`config.mk`:
```
export PLATFORM = sky130hd
export DESIGN_NAME = write_pointer_ctrl
export DESIGN_NICKNAME = d
export VERILOG_FILES = /design/src/rtl/write_pointer_ctrl_pkg.sv /design/src/rtl/write_pointer_ctrl_fifo_occupancy.sv /design/src/rtl/write_pointer_ctrl.sv
export SDC_FILE = /design/constraint.sdc
export NUM_CORES = 1
export LEC_CHECK = 0
export ABC_CLOCK_PERIOD_IN_PS = 2400
export BUFFER_PORTS_ARGS = -buffer_cell sky130_fd_sc_hd__buf_2
export CORE_MARGIN = 4
export CORE_UTILIZATION = 46
export DETAILED_ROUTE_END_ITERATION = 6
export GPL_ROUTABILITY_DRIVEN = 0
export GPL_TIMING_DRIVEN = 0
export PLACE_DENSITY = 0.83
export SYNTH_ARGS = -nofsm -noshare
export SYNTH_HDL_FRONTEND = slang
export SYNTH_SLANG_ARGS = --single-unit
export TNS_END_PERCENT = 30
```
`constraint.sdc`:
```
create_clock -name clk -period 2.4 [get_ports clk]
set_clock_uncertainty 0.05 [all_clocks]
set_input_delay 0.6 -clock clk [delete_from_list [all_inputs] [get_ports clk]]
set_output_delay 0.6 -clock clk [all_outputs]
set_load 0.05 [all_outputs]
```
`src/rtl/write_pointer_ctrl_pkg.sv`:
```
// Shared FIFO definitions for the write-side controller: geometry and FSM state encodings.
package write_pointer_ctrl_pkg;
  localparam int FIFO_ADDR_W = 4;
  localparam int FIFO_DEPTH  = 1 << FIFO_ADDR_W;

  typedef enum logic {
    ST_IDLE  = 1'b0,
    ST_BURST = 1'b1
  } wr_state_e;
endpackage

```
`src/rtl/write_pointer_ctrl_fifo_occupancy.sv`:
```
// Occupancy counter with full/empty decode; almost_full is live only when ALMOST_FULL_EN is defined.
module write_pointer_ctrl_fifo_occupancy #(
  parameter int ADDR_W   = 4,
  parameter int AF_LEVEL = 12
) (
  input  logic          clk,
  input  logic          rst_edge,
  input  logic          wr_en,
  input  logic          rd_en,
  output logic [ADDR_W:0] count,
  output logic          full,
  output logic          empty,
  output logic          almost_full
);
  localparam logic [ADDR_W:0] DEPTH = {1'b1, {ADDR_W{1'b0}}};
  localparam logic [ADDR_W:0] ONE   = (ADDR_W+1)'(1);

  logic [ADDR_W:0] count_q, count_d;

  always_ff @(posedge clk or negedge rst_edge) begin
    if (!rst_edge) count_q <= '0;
    else           count_q <= count_d;
  end

  // A simultaneous read and write leaves the occupancy unchanged.
  always_comb begin
    count_d = count_q;
    if (wr_en && !rd_en)                         count_d = count_q + ONE;
    else if (rd_en && !wr_en && count_q != '0)   count_d = count_q - ONE;
  end

  assign count = count_q;
  assign full  = (count_q == DEPTH);
  assign empty = (count_q == '0);

`ifdef ALMOST_FULL_EN
  localparam logic [ADDR_W:0] AF_THR = (ADDR_W+1)'(AF_LEVEL);
  assign almost_full = (count_q >= AF_THR);
`else
  logic [31:0] unused_af_level;
  assign unused_af_level = 32'(AF_LEVEL);
  assign almost_full     = 1'b0;
`endif
endmodule

```
`src/rtl/write_pointer_ctrl.sv`:
```
// Write-side FIFO controller: single/burst write FSM, write pointer and sticky overflow.
// Optional almost-full output enabled by defining ALMOST_FULL_EN.
module write_pointer_ctrl
  import write_pointer_ctrl_pkg::*;
#(
  parameter int ADDR_W   = FIFO_ADDR_W,
  parameter int AF_LEVEL = FIFO_DEPTH - 4
) (
  input  logic              clk,
  input  logic              rst_edge,
  input  logic              pisi,
  input  logic              pisiVise,
  input  logic [ADDR_W-1:0] duzina,
  input  logic              fifo_rd,
  input  logic              clr_ovf,
  output logic [ADDR_W-1:0] wptr,
  output logic              fifo_we,
  output logic              fifo_full,
  output logic              fifo_empty,
  output logic [ADDR_W:0]   fifo_count,
  output logic              wr_busy,
  output logic              overflow,
  output logic              almost_full
);
  localparam logic [ADDR_W-1:0] REM_ONE = ADDR_W'(1);

  wr_state_e         state_q, state_d;
  logic [ADDR_W-1:0] wptr_q, wptr_d;
  logic [ADDR_W-1:0] rem_q, rem_d;
  logic              ovf_q, ovf_d;
  logic              req, start;

  always_ff @(posedge clk or negedge rst_edge) begin
    if (!rst_edge) state_q <= ST_IDLE;
    else           state_q <= state_d;
  end

  always_comb begin
    state_d = state_q;
    unique case (state_q)
      ST_IDLE:  if (start) state_d = ST_BURST;
      ST_BURST: if (fifo_we && rem_q == REM_ONE) state_d = ST_IDLE;
      default:  state_d = ST_IDLE;
    endcase
  end

  // The write strobe is held off during reset so the memory never sees a stray write.
  always_comb begin
    start   = (state_q == ST_IDLE) && pisiVise && (duzina != '0);
    req     = (state_q == ST_BURST) || ((state_q == ST_IDLE) && pisi && !pisiVise);
    fifo_we = req && !fifo_full && rst_edge;
    wr_busy = (state_q == ST_BURST) || start;
  end

  always_ff @(posedge clk or negedge rst_edge) begin
    if (!rst_edge) begin
      wptr_q <= '0;
      rem_q  <= '0;
      ovf_q  <= 1'b0;
    end else begin
      wptr_q <= wptr_d;
      rem_q  <= rem_d;
      ovf_q  <= ovf_d;
    end
  end

  // A burst stalls with remaining held while full; a refused request beats clr_ovf.
  always_comb begin
    wptr_d = wptr_q + ADDR_W'(fifo_we);
    rem_d  = rem_q;
    if (start)                                 rem_d = duzina;
    else if (state_q == ST_BURST && fifo_we)   rem_d = rem_q - REM_ONE;
    ovf_d  = (req && fifo_full) || (ovf_q && !clr_ovf);
  end

  assign wptr     = wptr_q;
  assign overflow = ovf_q;

  write_pointer_ctrl_fifo_occupancy #(
    .ADDR_W   (ADDR_W),
    .AF_LEVEL (AF_LEVEL)
  ) u_occ (
    .clk         (clk),
    .rst_edge    (rst_edge),
    .wr_en       (fifo_we),
    .rd_en       (fifo_rd),
    .count       (fifo_count),
    .full        (fifo_full),
    .empty       (fifo_empty),
    .almost_full (almost_full)
  );
endmodule

```
# [Word-level counts from Yosys, hierarchy flattened]
# Cells that the tools add are included.
[totals] register_bits=15 out_inout_bits=15
[classes] n_mux=7 n_reduce_logical=26 eq_ne=2 addsub=4 bitwise=1
[ops] operator="$logic_and 1x1->1" count=13
[ops] operator="$mux 5" count=2
[ops] operator="$mux 4" count=2
[ops] operator="$add 5x1->5 const B" count=1
[ops] operator="$eq 5x5->1 const B" count=1
[ops] operator="$logic_not 1->1" count=5
[ops] operator="$logic_not 5->1" count=1
[ops] operator="$reduce_bool 5->1" count=1
[ops] operator="$sub 5x1->5 const B" count=1
[ops] operator="$add 4x1->4" count=1
[ops] operator="$eq 4x1->1 const B" count=1
[ops] operator="$reduce_bool 2->1" count=2
[ops] operator="$reduce_bool 4->1" count=1
[ops] operator="$sub 4x1->4 const B" count=1
[ops] operator="$logic_or 1x1->1" count=3
[ops] operator="$mux 1" count=2
[ops] operator="$pmux 1 s2" count=1
[ops] operator="$not 1->1" count=1

# [Logic depth before layout (Yosys ltp)]
# Gate-level depths: netlist (run 1).
[logic_depth] word_depth=11 mapped_depth=10 depth_no_buf=10

# [Hierarchy]
# A second synthesis (run 1) with hierarchy kept.
[unflattened] hier_cells=93 hier_area_um2=967.2
[by_module_without_submodules] module="write_pointer_ctrl" n_inst=1 seq_area_each_um2=250.2 area_per_inst_um2=559.3 cells_per_inst=53
[by_module_without_submodules] module="write_pointer_ctrl_fifo_occupancy" n_inst=1 seq_area_each_um2=125.1 area_per_inst_um2=407.9 cells_per_inst=40

# [Worst setup path after synthesis (run 1)]
# OpenSTA, ideal clock, no wires.
[synth_path] kind="register -> register" from="register u_occ.count_q[0] (netlist: u_occ.count[0])" to="register u_occ.count_q[4] (netlist: u_occ.count[4])" path_stages_with_launch=11 t_required_ns=2.193 setup_ns=0.157 arrival_ns=3.315 setup_slack_ns=-1.122 cell_sequence="dfrtp_1 nor4_4 nand2_1 inv_1 nor2_1 nand2_1 ha_1 nand3_1 and3_1 a221oi_1 a221oi_1"
[synth_via] elab_chain_cells=8
[synth_lines] element="start, declared" line="write_pointer_ctrl_fifo_occupancy.sv:18" source="logic [ADDR_W:0] count_q, count_d;"
[synth_lines] element="start signal, assigned" line="write_pointer_ctrl_fifo_occupancy.sv:22" source="else count_q <= count_d;"
[synth_lines] element="$eq 5x5->1 (*)" line="write_pointer_ctrl_fifo_occupancy.sv:33" source="assign full = (count_q == DEPTH);"
[synth_lines] element="named net fifo_full" line="write_pointer_ctrl.sv:18" source="output logic fifo_full,"
[synth_lines] element="$logic_not 1->1 (*)" line="write_pointer_ctrl.sv:51" source="fifo_we = req && !fifo_full && rst_edge;"
[synth_lines] element="$logic_and 1x1->1 (*) (2 in a row)" line="write_pointer_ctrl.sv:51"
[synth_lines] element="named net fifo_we" line="write_pointer_ctrl.sv:17" source="output logic fifo_we,"
[synth_lines] element="$logic_not 1->1" line="write_pointer_ctrl_fifo_occupancy.sv:29" source="else if (rd_en && !wr_en && count_q != '0) count_d = count_q - ONE;"
[synth_lines] element="$logic_and 1x1->1 (2 in a row)" line="write_pointer_ctrl_fifo_occupancy.sv:29"
[synth_lines] element="$reduce_bool 2->1 (no line)"
# The timed path passes the listed nets; every way through them passes the cells marked *. The select of a mux whose other input is x is not followed.
# A chain may end at the register's enable or synchronous reset.

# [Worst setup path after layout (run 1)]
[layout_path] from="input port duzina[2]" to="output port wr_busy"
[layout_via] elab_chain_cells=3
[layout_lines] element="start, declared" line="write_pointer_ctrl.sv:13" source="input logic [ADDR_W-1:0] duzina,"
[layout_lines] element="$reduce_bool 4->1" line="write_pointer_ctrl.sv:49" source="start = (state_q == ST_IDLE) && pisiVise && (duzina != '0);"
[layout_lines] element="$logic_and 1x1->1" line="write_pointer_ctrl.sv:49"
[layout_lines] element="$logic_or 1x1->1" line="write_pointer_ctrl.sv:52" source="wr_busy = (state_q == ST_BURST) || start;"
[layout_lines] element="end, declared" line="write_pointer_ctrl.sv:21" source="output logic wr_busy,"
# No other way between the ends.

==> flow_metrics.tcl, run 1 <==
set metrics [dict create \
    worst-path-buf-inv 2 \
    final.setup.worst_slack_ps -15.0 \
    syn-instance-count 92 \
    synth.cells.most_frequent "dfrtp_1 (15), inv_1 (8), ha_1 (7), nor2_1 (6), xnor2_1 (5)" \
    floorplan.core_area_um2 1960 \
    layout-area-overhead-vs-synth_pct 35.4 \
    dieArea_um2 2850 \
    worstPathRequired_ps 1750 \
    layout.nets 144 \
    num_antenna_cells 0 \
    die_height_um 53.3 \
    hold_path_class "in2async" \
    first_pass_grt_wire_length_um 3440 \
    ys.flop_type "dfrtp_1" \
    initial_core_util_pct 48.2 \
    initialDrtViolationCount 15 \
    route.final.wire_length_um 2220 \
    detail_route.wl_per_cell_um 14.6 \
    yosysSeqAreaShare_pct 39.7 \
    num_vias 812 \
    grt_setup_unrepaired "yes" \
    final_layout_size_suffix_gt1_share_pct 48.8 \
    count_of_cell_types_in_the_netlist 37 \
    post_dp_cell_area_um2 1160 \
    clock_insertion_delay_at_the_later_pin_of_the_skew_report_ps 280 \
    tritoncts "built" \
    tritoncts_num_sinks 15 \
    max_freq_ghz 0.414 \
    io_pins 25 \
    part_of_the_cycle_the_worst_path_needs_pct 101 \
    cell_type_with_the_largest_total_area_after_synthesis "dfrtp_1" \
    route.detailed.vias_per_inst 5.34 \
    post-synth-top-area-fraction_pct 39.7 \
    die_x_um 53.3 \
    postSynthRegisterBits 15 \
    timing.critical_path.arrival_ps 1770 \
    clockBufferDepth 2 \
    finalHoldViolCount 0 \
    ys_async_sr_fraction_pct 100 \
    htree_depth 1 \
    placementRows 16 \
    cts-buffers-inserted 3 \
    syn_nets 110 \
    grt_util_met1_pct 20.6 \
    worst_path_top_cell_family_by_delay "simple AND/OR/NAND/NOR gates" \
    hold_buffer_count_at_cts 0 \
    grt_util_met3_pct 0.845 \
    final_antenna_net_count 0 \
    yosys.cell_count.top_type "dfrtp_1" \
    globalRouteTotalUtil_pct 16.5 \
    crit_path_max_fanout 2 \
    first_global_vias 782 \
    fin_crit_ps 2420 \
    cp-start-kind "primary input" \
    cell_area_synth_um2 946 \
    drc_violations 0 \
    path_cells "buf_6, or4_4, and3_4, or2_4, buf_8" \
    ctsRootBufferMaster "clkbuf_4" \
    grt-busiest-layer "met2" \
    postSynthAreaPerCell_um2 10.3 \
    clkSlewWorstSetupHoldPaths_ps 100 \
    worstSetupPathDepth 5 \
    end_kind "primary output" \
    critPathSlowestCell "or4_4" \
    setup.worst_path.class "in2out" \
    report.final.setup_viol 1 \
    port_buffers 23 \
    final_cells 152 \
    grt-ovfl-total 0 \
    post_route_cell_area_um2 1280 \
    synth_area_leaders "dfrtp_1 (40%), ha_1 (9.3%), xnor2_1 (4.6%), a221oi_1 (3.7%), a22o_1 (3.7%)" \
    dpl.cell_count 142 \
    hpwlAfterDp_um 1650 \
    slew_violations 0 \
    largest_net_degree_at_the_start_of_global_routing 20 \
    grt_use_met2_pct 29.4 \
    grt_antenna_before_repair 0 \
    worst_path_largest_cell_delay_ps 510 \
    failed_checks "negative setup slack" \
    ys_warn_count 0 \
    maxCapViolCount 0 \
    synth-edff-count 0 \
    run_status "finished, violations left" \
    worstRegToRegCells 10 \
    drt-pass1-iter-count 4 \
]
-- what timing repair did --
action	4_1_cts	5_1_grt
setup buffers	2	5
cloned	0	0
pin swaps	3	0
resized for setup	8	4
setup endpoints to repair	3	3
-- logic make-up (layout without fill, tap and decap cells) --
| group | Yosys count | in the layout | share of synthesized area, % |
|---|---|---|---|
| simple gates | 27 | 27 | 17.2 |
| compound gates | 23 | 23 | 18.5 |
| flops | 15 | 15 | 39.7 |
| buf+inv | 10 | 43 | 5.16 |
| fa+ha+maj | 8 | 8 | 11.4 |
| xor+xnor | 7 | 7 | 6.48 |
| other cells | 1 | 1 | 0.396 |
| mux | 1 | 1 | 1.19 |
-- path summary, 6_finish.rpt --
path / startpoint / endpoint / slack (ps)
max: duzina[2] / wr_busy / -20
min: rst_edge / u_occ.count[4] / 120
max reg2reg: u_occ.count[0] / u_occ.count[4] / 90
min reg2reg: wptr[3] / wptr[3] / 440
max in group asynchronous: rst_edge / u_occ.count[1] / 1980
min in group clk: wptr[3] / wptr[3] / 440
-- worst register-to-register path, delay by kind of cell, from the launching register on --
kind            cells  cell delay (ps)
simple gates        6              940
flops               1              460
compound gates      2              410
fa+ha+maj           1              240
buf+inv             1              130
-- state kept, by name, indices dropped and copies added (netlist names) --
register,flops
u_occ.count,5
wptr,4
rem_q,4
overflow,1
state_q,1
-- placed cells by master (no fill, tap or decap), types with 3 or more instances in the layout --
cell       n
ha_1       5
inv_1      7
buf_2     18
dfrtp_1   10
nand3_1    3
clkbuf_4   4
xnor2_1    5
buf_4      9
a22o_1     4
nor2_1     5
dfrtp_2    5
-- per-layer routing --
| layer | vias up | share of wire, % |
|---|---|---|
| met5 | - | 0 |
| met4 | 0 | 0.63 |
| met3 | 2 | 4.1 |
| met2 | 24 | 50 |
| met1 | 389 | 45 |
| li1 | 397 | - |
-- cell type report --
type	instances	area [µm²]
buffer	1	7.51
tap	27	33.8
timing repair buffer	30	195
clock buffer	3	22.5
fill	165	681
sequential	15	382
clock inverter	1	5.00
inverter	8	33.8
multi-input combinational	67	602
-- through the flow --
step / TNS [ps] / setup slack [ps] / hold slack, ps / util [%]
6_report: -15.0 / -15.0 / 117 / 65.3
4_1_cts: -21.1 / -21.1 / 128 / 62.4
2_1_floorplan: -822 / -341 / 254 / -
3_5_place_dp: -1240 / -451 / 436 / 59.2
5_1_grt: -59.6 / -43.9 / 128 / 65.3
3_3_place_gp: -939 / -344 / 408 / 59.2
Power of run 1 is left out: the tool's default activity adds up to more than one toggle a clock period on the data nets, which glitch-free logic cannot reach.
==> inputs of run 2 (changes only) <==
--- a/constraint.sdc
+++ b/constraint.sdc
@@ -4,2 +4,2 @@
 set_output_delay 0.6 -clock clk [all_outputs]
-set_load 0.05 [all_outputs]
+set_load 0.01 [all_outputs]
==> run 2 against run 1 <==
The run now ends clean. Worst setup slack improved by 32 ps. Maximum frequency increased by 1.3%. Non-clock buffer count did not move. Flip-flop and latch count stayed put. Largest cell class unchanged. Die area stayed put. Critical path type unchanged. Core utilization fell by 0.26 points.
==> flow_metrics.tcl, run 2 (synthesized netlist as in run 1, its figures left out) <==
set metrics [dict create \
    run_status "completed" \
    pre_cts_ws_ps -394 \
    drc_violations 0 \
    hold_path_class "in2async" \
    largest_reg_flops 5 \
    htree_depth 1 \
    power-per-cell-area_nw_per_um2 1400 \
    detail_route.wl_per_cell_um 14.9 \
    fin_crit_ps 2380 \
    initialDrtViolationCount 34 \
    report.final.setup_viol 0 \
    hpwlAfterDp_um 1590 \
    ctsRootBufferMaster "clkbuf_4" \
    final_core_utilization_pct 65.1 \
    end_kind "primary output" \
    initial_core_util_pct 48.2 \
    port_buffers 23 \
    worst_path_top_cell_family_by_delay "simple AND/OR/NAND/NOR gates" \
    tritoncts "built" \
    path_cells "buf_2, or4_1, and3_4, or2_4, buf_6" \
    num_vias 847 \
    layout.nets 144 \
    final_antenna_net_count 0 \
    setup.worst_path.class "in2out" \
    cellLeakagePower_nw 0.593 \
    clock_insertion_delay_at_the_later_pin_of_the_skew_report_ps 290 \
    ir_worst_vdd_uv 686 \
    grt_antenna_before_repair 0 \
    worst-path-buf-inv 2 \
    worstRegToRegCells 10 \
    layout-area-overhead-vs-synth_pct 34.9 \
    route.final.wire_length_um 2270 \
    part_of_the_cycle_the_worst_path_needs_pct 99.3 \
    first_global_vias 769 \
    final_cells 152 \
    clkSlewWorstSetupHoldPaths_ps 90 \
    tritoncts_num_sinks 15 \
    hold_buffer_count_at_cts 0 \
    die_height_um 53.3 \
    clockBufferDepth 2 \
    worstPathRequired_ps 1750 \
    num_antenna_cells 0 \
    crit_path_max_fanout 2 \
    route.detailed.vias_per_inst 5.57 \
    layout_commonest_cell "buf_2" \
    final_cell_mix "buf_2 (21), dfrtp_1 (11), buf_4 (8)" \
    final.setup.worst_slack_ps 16.8 \
    largest_net_degree_at_the_start_of_global_routing 20 \
    io_pins 25 \
    grt-ovfl-total 0 \
    first_pass_grt_wire_length_um 3340 \
    slew_violations 0 \
    placementRows 16 \
    cts-buffers-inserted 3 \
    dpl.cell_count 142 \
    timing.critical_path.arrival_ps 1730 \
    dieArea_um2 2850 \
    globalRouteTotalUtil_pct 16.5 \
    max_freq_ghz 0.420 \
    maxCapViolCount 0 \
    totalPowerFinal_mw 1.79 \
    final_layout_size_suffix_gt1_share_pct 48.0 \
    worst_path_largest_cell_delay_ps 510 \
    whs_ps 67.0 \
    die_x_um 53.3 \
    worstSetupPathDepth 5 \
    drt-pass1-iter-count 4 \
    floorplan.core_area_um2 1960 \
    n_fill_cell 150 \
    cp-start-kind "primary input" \
    finalHoldViolCount 0 \
    critPathSlowestCell "or4_1" \
]
run 2: cell types whose count changed in the layout (fill, tap and decap cells not counted), sizes merged:
cell / before / now
buf: 30 / 31
clkinv: 1 / 0
clkinvlp: 1 / 0
inv: 7 / 8
run 2: repair_timing:
action / CTS / global route
pin swaps: 3 / 5
cloned: 0 / 0
setup endpoints to repair: 3 / 2
setup buffers: 2 / 5
gates resized for setup: 6 / 16
run 2: report_power, final:
group,total (mW),internal (mW),switching (mW),leakage [nW]
clock network,0.151,0.0647,0.0861,0.0150
registers,0.558,0.392,0.165,0.174
logic,1.08,0.562,0.519,0.404
total,1.79,1.02,0.770,0.593
run 2: area by class of cell:
class | instances | area [µm²] | area share, %
Clock buffer | 4 | 26.3 | 2.06
Multi-Input combinational cell | 67 | 618 | 48.4
Sequential cell | 15 | 380 | 29.8
Inverter | 8 | 30.0 | 2.35
Tap cell | 27 | 33.8 | 2.65
Buffer | 1 | 7.51 | 0.588
Timing Repair Buffer | 30 | 180 | 14.1
run 2: final timing paths:
| kind | from | end | slack, ps |
|---|---|---|---|
| min reg2reg | wptr[3] | wptr[3] | 460 |
| max in group asynchronous | rst_edge | u_occ.count[3] | 2060 |
| min | rst_edge | rem_q[3] | 70 |
| max | duzina[1] | wr_busy | 20 |
| max reg2reg | u_occ.count[2] | u_occ.count[4] | 110 |
| min in group clk | clr_ovf | overflow | 430 |
run 2: worst register-to-register path: cells and delay by family (launching register included):
family	cells	cell delay, ps
and+or+nand+nor	6	930
adders and majority gates	1	260
AOI/OAI and AO/OA	2	380
DFF	1	450
buffers and inverters	1	100
run 2: metal layers:
layer | global-route usage [%] | share of wire, % | vias to the layer above
li1 | - | - | 400
met1 | 18.0 | 45 | 419
met5 | 0 | 0 | -
met4 | 7.66 | 1.9 | 0
met2 | 30.6 | 49 | 22
met3 | 2.54 | 3.4 | 6
run 2: stage by stage:
step / setup TNS, ps / area (µm²)
after floorplan: 0 / 957
after detailed placement: -779 / 1110
after CTS: 0 / 1150
after global routing: -11.3 / 1280
final: 0 / 1280
after global placement: -659 / 1110
No activity file was read; power rests on OpenSTA's default activity.
==> inputs of run 3 (changes only) <==
--- a/config.mk
+++ b/config.mk
@@ -8,3 +8,3 @@
 export ABC_CLOCK_PERIOD_IN_PS = 2400
-export BUFFER_PORTS_ARGS = -buffer_cell sky130_fd_sc_hd__buf_2
+export BUFFER_PORTS_ARGS = -buffer_cell sky130_fd_sc_hd__buf_4
 export CORE_MARGIN = 4
==> constraint.sdc (replaced) <==
create_clock -name clk -period 2.4 [get_ports clk]
set_clock_uncertainty 0.05 [all_clocks]
set_input_delay 0.48 -clock clk [delete_from_list [all_inputs] [get_ports clk]]
set_output_delay 0.48 -clock clk [all_outputs]
set_load 0.01 [all_outputs]
==> run 3 against run 2 <==
The run now ends with negative hold slack left. Critical path type unchanged. Sequential share of layout area shrank 0.99 points. Non-clock buffer count grew 1. Worst setup slack improved by 26 ps. Via count decreased by 1.8%.
==> flow_metrics.tcl, run 3 (synthesized netlist as in run 1, its figures left out) <==
set metrics [dict create \
    run_status "finished, violations left" \
    failed_checks "negative hold slack" \
    slew_violations 0 \
    setup.worst_path.class "in2out" \
    cellLeakagePower_nw 0.608 \
    tritoncts_num_sinks 15 \
    r2r_start "u_occ.count[2]" \
    totalPowerFinal_mw 1.83 \
    post_route_cell_area_um2 1320 \
    tritoncts "built" \
    share_clk_of_total_power_pct 8.0 \
    dieArea_um2 2850 \
    clkSlewWorstSetupHoldPaths_ps 90 \
    largest_reg_flops 5 \
    end_kind "primary output" \
    floorplan.core_area_um2 1960 \
    timing.critical_path.arrival_ps 1830 \
    maxCapViolCount 0 \
    n_fill_cell 147 \
    cp-start-kind "primary input" \
    drt-pass1-iter-count 4 \
    first_pass_grt_wire_length_um 3480 \
    clockBufferDepth 2 \
    route.detailed.vias_per_inst 5.44 \
    p_int_mw 1.06 \
    report.final.setup_viol 0 \
    ctsRootBufferMaster "clkbuf_4" \
    fin_crit_ps 2360 \
    num_antenna_cells 0 \
    ir_worst_vdd_uv 754 \
    layout.nets 145 \
    htree_depth 1 \
    route.final.wire_length_um 2330 \
    max_freq_ghz 0.424 \
    final_antenna_net_count 0 \
    port_buffers 23 \
    initial_core_util_pct 48.2 \
    final_layout_size_suffix_gt1_share_pct 47.6 \
    die_x_um 53.3 \
    power-per-cell-area_nw_per_um2 1390 \
    worstPathRequired_ps 1870 \
    hold_path_class "in2async" \
    p_switching_mw 0.771 \
    pre_cts_ws_ps -311 \
    detail_route.wl_per_cell_um 15.3 \
    die_height_um 53.3 \
    placementRows 16 \
    grt-ovfl-total 0 \
    layout_commonest_cell "buf_4" \
    first_global_vias 788 \
    timing.setup.tns_ps 0 \
    num_vias 832 \
    part_of_the_cycle_the_worst_path_needs_pct 98.2 \
    final.setup.worst_slack_ps 43.3 \
    layout-area-overhead-vs-synth_pct 39.6 \
    crit_path_max_fanout 10 \
    largest_net_degree_at_the_start_of_global_routing 20 \
    drc_violations 0 \
    whs_ps -0.201 \
    clock_insertion_delay_at_the_later_pin_of_the_skew_report_ps 280 \
    finalHoldViolCount 1 \
    grt_antenna_before_repair 0 \
    origin_of_the_worst_setup_path "duzina[1]" \
    final_cells 153 \
    globalRouteTotalUtil_pct 16.8 \
    cts-buffers-inserted 3 \
    io_pins 25 \
    dpl.cell_count 142 \
    initialDrtViolationCount 13 \
    power.switching_fraction_pct 42.0 \
    hpwlAfterDp_um 1640 \
    power.share.combinational_pct 61.7 \
    post_dp_cell_area_um2 1160 \
    sequentialPowerShare_pct 30.3 \
    final_cell_mix "buf_4 (31), dfrtp_1 (11), inv_1 (7)" \
]
==> run 3: cell count changes in the layout (fill, tap and decap cells not counted) <==
cell,before,now
buf_4,8,31
buf_2,21,0
buf_6,2,1
nand3_2,0,1
nand3_4,1,0
nor2b_1,0,1
nor2b_2,1,0
or2_2,0,1
or2_4,1,0
==> run 3: layout make-up <==
cell class	count	area, µm²	area share, %
Tap cell	27	33.8	2.56
Buffer	2	18.8	1.42
Clock buffer	4	26.3	1.99
Timing Repair Buffer	30	225	17.1
Multi-Input combinational cell	67	606	45.9
Inverter	8	30.0	2.27
Sequential cell	15	380	28.8
==> run 3: power groups by stage <==
stage / logic [mW] / clock network [mW] / registers [mW]
2_1_floorplan: 0.562 / 0 / 0.565
3_3_place_gp: 0.854 / 0 / 0.546
3_5_place_dp: 0.901 / 0 / 0.555
4_1_cts: 0.941 / 0.148 / 0.540
5_1_grt: 1.23 / 0.161 / 0.571
6_report: 1.13 / 0.147 / 0.555
==> run 3: per-layer routing <==
| metal | global-route usage, % | wire length, µm | vias up |
|---|---|---|---|
| met1 | 22.5 | 1060 | 403 |
| met2 | 26.9 | 1150 | 22 |
| met5 | 0 | 0 | - |
| met3 | 1.69 | 82 | 5 |
| met4 | 7.66 | 39 | 0 |
| li1 | - | - | 402 |
==> run 3: path summary, 6_finish.rpt <==
path                                  end  slack, ps  depth (start not counted)
max                               wr_busy         40                          6
min in group clk                 overflow        320                          2
max reg2reg                u_occ.count[4]         60                         10
max in group asynchronous  u_occ.count[2]       2090                          1
min reg2reg                       wptr[3]        440                          1
min                        u_occ.count[3]       -0.2                          1
==> run 3: through the flow <==
| stage | hold WS, ps | utilization, % |
|---|---|---|
| after floorplan | 134 | - |
| after CTS | 0.391 | 61.4 |
| after detailed placement | 308 | 59.1 |
| after global routing | 5.01 | 67.3 |
| final | -0.201 | 67.3 |
| after global placement | 304 | 59.1 |
==> run 3: timing repair <==
action | in CTS | in global routing
hold buffers | 0 | 0
resized for setup | 2 | 14
setup buffers | 2 | 5
pin swaps | 1 | 5
setup endpoints to repair | 2 | 1
==> run 3: worst max-delay path: stages <==
cell    delay, ps
buf_4         110
or4_1         510
and3_4        190
buf_6         130
or2_2         260
buf_4         140
